<file path="src/rtl/uart_tx_arbiter.sv">
// Round-robin arbiter with packet locking that shares one Uart8 transmitter
// between NUM_REQ byte producers and sequences each byte through start/busy/done.
module uart_tx_arbiter #(
    parameter int NUM_REQ       = 4,
    parameter int START_TIMEOUT = 4096,
    parameter int GAP_CYCLES    = 0
) (
    input  logic                 clk,
    input  logic                 reset,
    input  logic [NUM_REQ-1:0]   reqValid,
    input  logic [NUM_REQ-1:0]   reqLast,
    input  logic [8*NUM_REQ-1:0] reqData,
    output logic [NUM_REQ-1:0]   reqReady,
    output logic [NUM_REQ-1:0]   grant,
    output logic                 txEn,
    output logic                 txStart,
    output logic [7:0]           txIn,
    input  logic                 txBusy,
    input  logic                 txDone,
    output logic                 startErr
);
    // state     | meaning
    // IDLE      | arbitrate among valid requesters (or only the lock owner)
    // START     | txStart held until txBusy, bounded by START_TIMEOUT
    // WAIT_DONE | byte on the wire, waiting for txDone
    // GAP       | idle spacing of GAP_CYCLES before the next arbitration
    typedef enum logic [1:0] {IDLE, START, WAIT_DONE, GAP} state_t;

    localparam int MAX_CNT = (START_TIMEOUT > GAP_CYCLES) ? START_TIMEOUT : GAP_CYCLES;
    localparam int CW      = $clog2(MAX_CNT + 1);
    localparam int PW      = $clog2(NUM_REQ);
    localparam logic [CW-1:0] START_LOAD = CW'(START_TIMEOUT - 1);
    localparam logic [CW-1:0] GAP_LOAD   = (GAP_CYCLES > 0) ? CW'(GAP_CYCLES - 1) : '0;
    localparam logic [PW-1:0] LAST_IDX   = PW'(NUM_REQ - 1);
    localparam bit            HAS_GAP    = (GAP_CYCLES > 0);

    state_t               state_q, state_d;
    logic [7:0]           tx_in_q, tx_in_d;
    logic                 last_q, last_d;
    logic [NUM_REQ-1:0]   grant_q, grant_d;
    logic [NUM_REQ-1:0]   ready_q, ready_d;
    logic                 lock_q, lock_d;
    logic [PW-1:0]        owner_q, owner_d;
    logic [PW-1:0]        ptr_q, ptr_d;
    logic [CW-1:0]        cnt_q, cnt_d;
    logic                 err_q, err_d;

    logic [7:0]           req_byte [NUM_REQ];
    logic [NUM_REQ-1:0]   owner_mask, cand, win_mask;
    logic [PW-1:0]        win, idx, ptr_next;
    logic                 found;
    int                   sum;

    for (genvar g = 0; g < NUM_REQ; g++) begin : g_bytes
        assign req_byte[g] = reqData[8*g +: 8];
    end

    // Search starts at the pointer and wraps; only the owner competes while locked.
    always_comb begin
        owner_mask         = '0;
        owner_mask[owner_q] = 1'b1;
        cand  = lock_q ? (reqValid & owner_mask) : reqValid;
        win   = '0;
        found = 1'b0;
        idx   = '0;
        sum   = 0;
        for (int k = 0; k < NUM_REQ; k++) begin
            sum = int'(ptr_q) + k;
            if (sum >= NUM_REQ) sum = sum - NUM_REQ;
            idx = PW'(sum);
            if (!found && cand[idx]) begin
                found = 1'b1;
                win   = idx;
            end
        end
        win_mask      = '0;
        win_mask[win] = 1'b1;
    end

    assign ptr_next = (owner_q == LAST_IDX) ? '0 : owner_q + 1'b1;

    always_comb begin
        state_d = state_q;
        tx_in_d = tx_in_q;
        last_d  = last_q;
        grant_d = grant_q;
        ready_d = '0;
        lock_d  = lock_q;
        owner_d = owner_q;
        ptr_d   = ptr_q;
        cnt_d   = cnt_q;
        err_d   = 1'b0;
        case (state_q)
            IDLE: begin
                if (found) begin
                    tx_in_d = req_byte[win];
                    last_d  = reqLast[win];
                    grant_d = win_mask;
                    ready_d = win_mask;
                    owner_d = win;
                    cnt_d   = START_LOAD;
                    state_d = START;
                end
            end
            START: begin
                if (txBusy) begin
                    state_d = WAIT_DONE;
                end else if (cnt_q == '0) begin
                    err_d   = 1'b1;
                    lock_d  = 1'b0;
                    grant_d = '0;
                    ptr_d   = ptr_next;
                    state_d = IDLE;
                end else begin
                    cnt_d = cnt_q - 1'b1;
                end
            end
            WAIT_DONE: begin
                if (txDone) begin
                    if (last_q) begin
                        lock_d  = 1'b0;
                        grant_d = '0;
                        ptr_d   = ptr_next;
                    end else begin
                        lock_d = 1'b1;
                    end
                    if (HAS_GAP) begin
                        cnt_d   = GAP_LOAD;
                        state_d = GAP;
                    end else begin
                        state_d = IDLE;
                    end
                end
            end
            GAP: begin
                if (cnt_q == '0) state_d = IDLE;
                else             cnt_d   = cnt_q - 1'b1;
            end
            default: state_d = IDLE;
        endcase
    end

    always_ff @(posedge clk) begin
        if (reset) begin
            state_q <= IDLE;
            tx_in_q <= '0;
            last_q  <= 1'b0;
            grant_q <= '0;
            ready_q <= '0;
            lock_q  <= 1'b0;
            owner_q <= '0;
            ptr_q   <= '0;
            cnt_q   <= '0;
            err_q   <= 1'b0;
        end else begin
            state_q <= state_d;
            tx_in_q <= tx_in_d;
            last_q  <= last_d;
            grant_q <= grant_d;
            ready_q <= ready_d;
            lock_q  <= lock_d;
            owner_q <= owner_d;
            ptr_q   <= ptr_d;
            cnt_q   <= cnt_d;
            err_q   <= err_d;
        end
    end

    assign reqReady = ready_q;
    assign grant    = grant_q;
    assign txIn     = tx_in_q;
    assign startErr = err_q;
    assign txEn     = (state_q != IDLE);
    assign txStart  = (state_q == START);

endmodule

</file>
<file path="config.mk">
export PLATFORM = sky130hd
export DESIGN_NAME = uart_tx_arbiter
export DESIGN_NICKNAME = d
export VERILOG_FILES = /design/src/rtl/uart_tx_arbiter.sv
export SDC_FILE = /design/constraint.sdc
export NUM_CORES = 1
export LEC_CHECK = 0
export ABC_AREA = 0
export BUFFER_PORTS_ARGS = -buffer_cell sky130_fd_sc_hd__buf_2
export CAP_MARGIN = 20
export CORE_MARGIN = 8
export CORE_UTILIZATION = 56
export DETAILED_ROUTE_END_ITERATION = 7
export PLACE_DENSITY = 0.85
export SKIP_LAST_GASP = 1
export SLEW_MARGIN = 20
export SYNTH_ARGS = -nofsm -noshare
export SYNTH_HDL_FRONTEND = slang
export SYNTH_SLANG_ARGS = --single-unit
</file>
<file path="constraint.sdc">
create_clock -name clk -period 3.5 [get_ports clk]
set_input_delay 1.05 -clock clk [delete_from_list [all_inputs] [get_ports clk]]
set_output_delay 1.05 -clock clk [all_outputs]
set_load 0.05 [all_outputs]
</file>
==> run_results.csv <==
group,metric,value,unit
critical_path,worstPathArrival,1.51,ns
power_and_ir_drop,p_seq_share,43.1,%
critical_path,path_class,"reg -> out",
clocking,cts_root_buf,"clkbuf_8",
synthesis,avgSynthCellArea,8.84,sq um
synthesis,synth_most_common_cell,"dfxtp_1",
floorplan,die_h,78.8,um
critical_path,crit_slowest_cell,"dfxtp_1",
power_and_ir_drop,p_sw,0.000448,W
drt,drt-initial-drc-count,66,
synthesis,netlist_top_cells_area,"dfxtp_1 34%, mux2i_1 8.1%, ha_1 6.2%",
clocking,cts_tree,"built",
place,gp_congestion,0.895,
critical_path,cp-end-kind,"output port",
critical_path,critPathBufInv,3,
synthesis,synth-seq-cells,38,
worst_hold_path,min_from,"grant[1]",
synthesis,ys_warn_count,0,
flow_run,maxCapViolations,0,
synthesis,seq_area_frac_synth,34.4,%
floorplan,die_area,0.00621,sq mm
clocking,clk_pin_slew,0.07,ns
floorplan,core_area,0.00388,sq mm
clocking,cts_hold_buf,0,
clocking,ctsHtreeMaxLevel,2,
floorplan,row_count,23,
sta,finalSetupViolCount,0,
synthesis,synthArstFlopShare,0,%
synthesis,ys_types,49,
synthesis,synth_top_area_cell,"dfxtp_1",
sta,skew,0.00708,ns
sta,finalCritPeriodShare,73.1,%
layout,finalNetCount,365,
clocking,clock-sinks,38,
sta,period_needed,2.56,ns
drt,drc,0,
sta,hold_viol,0,
drt,firstDrtPassIters,4,
global_routing,antenna_found_initial,0,
critical_path,crit_chain,"inv_1, ha_1, inv_1, buf_2",
power_and_ir_drop,peakVddDrop,227,uV
drt,wl_per_cell,15.1,um
power_and_ir_drop,p_int,0.000793,W
critical_path,path_depth,4,
place,pre_cts_ws,0.798,ns
critical_path,cpMostUsedCell,"inv_1",
critical_path,r2r-start,"owner_q[0]",
clocking,cts_setup_buffers,0,
global_routing,grt-ovfl-total,0,
global_routing,grt.total_usage,17.9,%
sta,rsz0062_at_grt,"no",
layout,area_growth,19.2,%
global_routing,grt_pass1_wl,9000,um
clocking,cts_resized,0,
sta,setup_tns,0,ns
critical_path,cp_top_family,"buffers and inverters",
status,status,"complete, no violations",
layout,drive_gt1_share,25.7,%
power_and_ir_drop,powerDensity,471,mW/mm^2
synthesis,ys.flop_type,"dfxtp_1",
power_and_ir_drop,p_sw_share,36.1,%
floorplan,io_pins,63,
worst_hold_path,worstHoldPathType,"reg -> reg",
drt,avgViaCountPerCell,5.66,
synthesis,synth_common_cells,"38 x dfxtp_1, 18 x mux2i_1, 18 x nor2_1",
layout,diodes,0,
power_and_ir_drop,p_clk_share,25.2,%
global_routing,grt_max_degree,39,
critical_path,startpoint,"state_q[0]",
critical_path,crit_path_end,"txEn",
sta,max-slew-margin-rel,59.1,%
critical_path,required,2.45,ns
floorplan,start_util,56.9,%
floorplan,die_w,78.8,um
critical_path,crit_fanout,7,
clocking,clockBufferDepth,2,
power_and_ir_drop,p_comb_share,31.7,%
sta,fin_ws,0.942,ns
sta,worstMarginPinSlew,0.612,ns
power_and_ir_drop,p_leak,1.19,nW
sta,final_max_slew_viol_count,0,
critical_path,critPathMaxStageDelay,0.46,ns
drt,routed_wl,5440,um
place,dpl.hpwl,4170,um
drt,vias,2042,
critical_path,cp-start-kind,"flip-flop",
global_routing,grt_pass1_vias,2056,
layout,final_util,67.9,%
clocking,cts_buffers,5,
synthesis,syn-num-nets,305,
critical_path,r2r_cells,9,
critical_path,worstReg2RegEnd,"txIn[0]",
drt,ant_nets,0,
sta,timing.fmax,0.391,GHz
synthesis,synth_edf_count,0,
place,io_buffers,62,
critical_path,r2r_slack,1.08,ns
synthesis,synth.top_cell.area_share,34.4,%
synthesis,synth_area,0.00221,sq mm
clocking,clock_latency,0.30,ns
synthesis,syn_inst,250,
[per-stage QoR]
| step | hold WS, ns | total power (W) | area (sq um) | cells |
|---|---|---|---|---|
| finish | 0.456 | 0.00124 | 2640 | 361 |
| global route | 0.489 | 0.00131 | 2640 | 361 |
| CTS | 0.462 | 0.00125 | 2640 | 361 |
| detailed placement | 0.444 | 0.000937 | 2540 | 353 |
| global placement | 0.441 | 0.000927 | 2540 | 353 |
| floorplan | 0.489 | 0.000838 | 2210 | 250 |
[worst min-delay path by stage]
stage                    end  slack (ns)  cells past startpoint
floorplan           cnt_q[0]        0.49                      2
global placement    grant[3]        0.44                      2
detailed placement  grant[2]        0.44                      2
CTS                 grant[3]        0.46                      2
global route        grant[1]        0.49                      2
finish              grant[1]        0.46                      2
[placed cells by master (no fill, tap or decap), types with 3 or more instances in the layout]
cell type and instances:
a21oi_1 14, a221oi_1 9, a311oi_1 3, and3_1 4, buf_2 62, clkbuf_8 6, dfxtp_1 38, ha_1 11
inv_1 14, mux2i_1 18, nand2_1 14, nand2b_1 4, nand4b_1 4, nor2_1 18, nor3_1 7, nor4_1 7
nor4b_1 4, o21ai_0 13, o21bai_1 10, xnor2_1 9
[flip-flops by register name, indices dropped and copies added (netlist names), 2 cells and up]
name / cells
grant: 4
reqReady: 4
owner_q: 2
ptr_q: 2
state_q: 2
txIn: 8
cnt_q: 13
[worst min-delay path, delay by kind of cell, from the launching register on]
family           cells  cell delay (ns)
flip-flops           1             0.31
AND/OR/NAND/NOR      1             0.05
AO/OA/AOI/OAI        1             0.05
[cell families (layout without fill, tap and decap cells)]
family / count (synthesis) / in the layout / share of synthesized area (%)
buffers and inverters: 25 / 86 / 4.81
xor gates and xnor gates: 9 / 9 / 3.57
DFF: 38 / 38 / 34.4
muxes: 19 / 19 / 8.66
and+or+nand+nor: 85 / 85 / 22.4
adders and majority gates: 11 / 11 / 6.23
AOI/OAI and AO/OA: 63 / 63 / 19.9
[metal layers]
metal / vias to the layer above / part of all wire, % / GRT usage [%]
li1: 1038 / - / -
met1: 939 / 43 / 19.3
met2: 54 / 49 / 30.3
met3: 11 / 5.7 / 6.55
met4: 0 / 2.5 / 8.52
met5: - / 0 / 0
[layout make-up]
type | count | area [sq um]
Tap cell | 50 | 62.6
Clock buffer | 7 | 86.3
Timing Repair Buffer | 64 | 325
Sequential cell | 38 | 761
Multi-Input combinational cell | 187 | 1340
Inverter | 14 | 52.6
Clock inverter | 1 | 5.00
Fill cell | 325 | 1250
[power by group through the flow]
stage / logic, W / clock network (W) / registers (W)
after floorplan: 0.000231 / 0 / 0.000607
after global placement: 0.000385 / 0 / 0.000541
after detailed placement: 0.000393 / 0 / 0.000544
after CTS: 0.000395 / 0.000318 / 0.000535
after global routing: 0.000429 / 0.000342 / 0.000543
final: 0.000394 / 0.000312 / 0.000535
(Power assumes the default switching activity.)
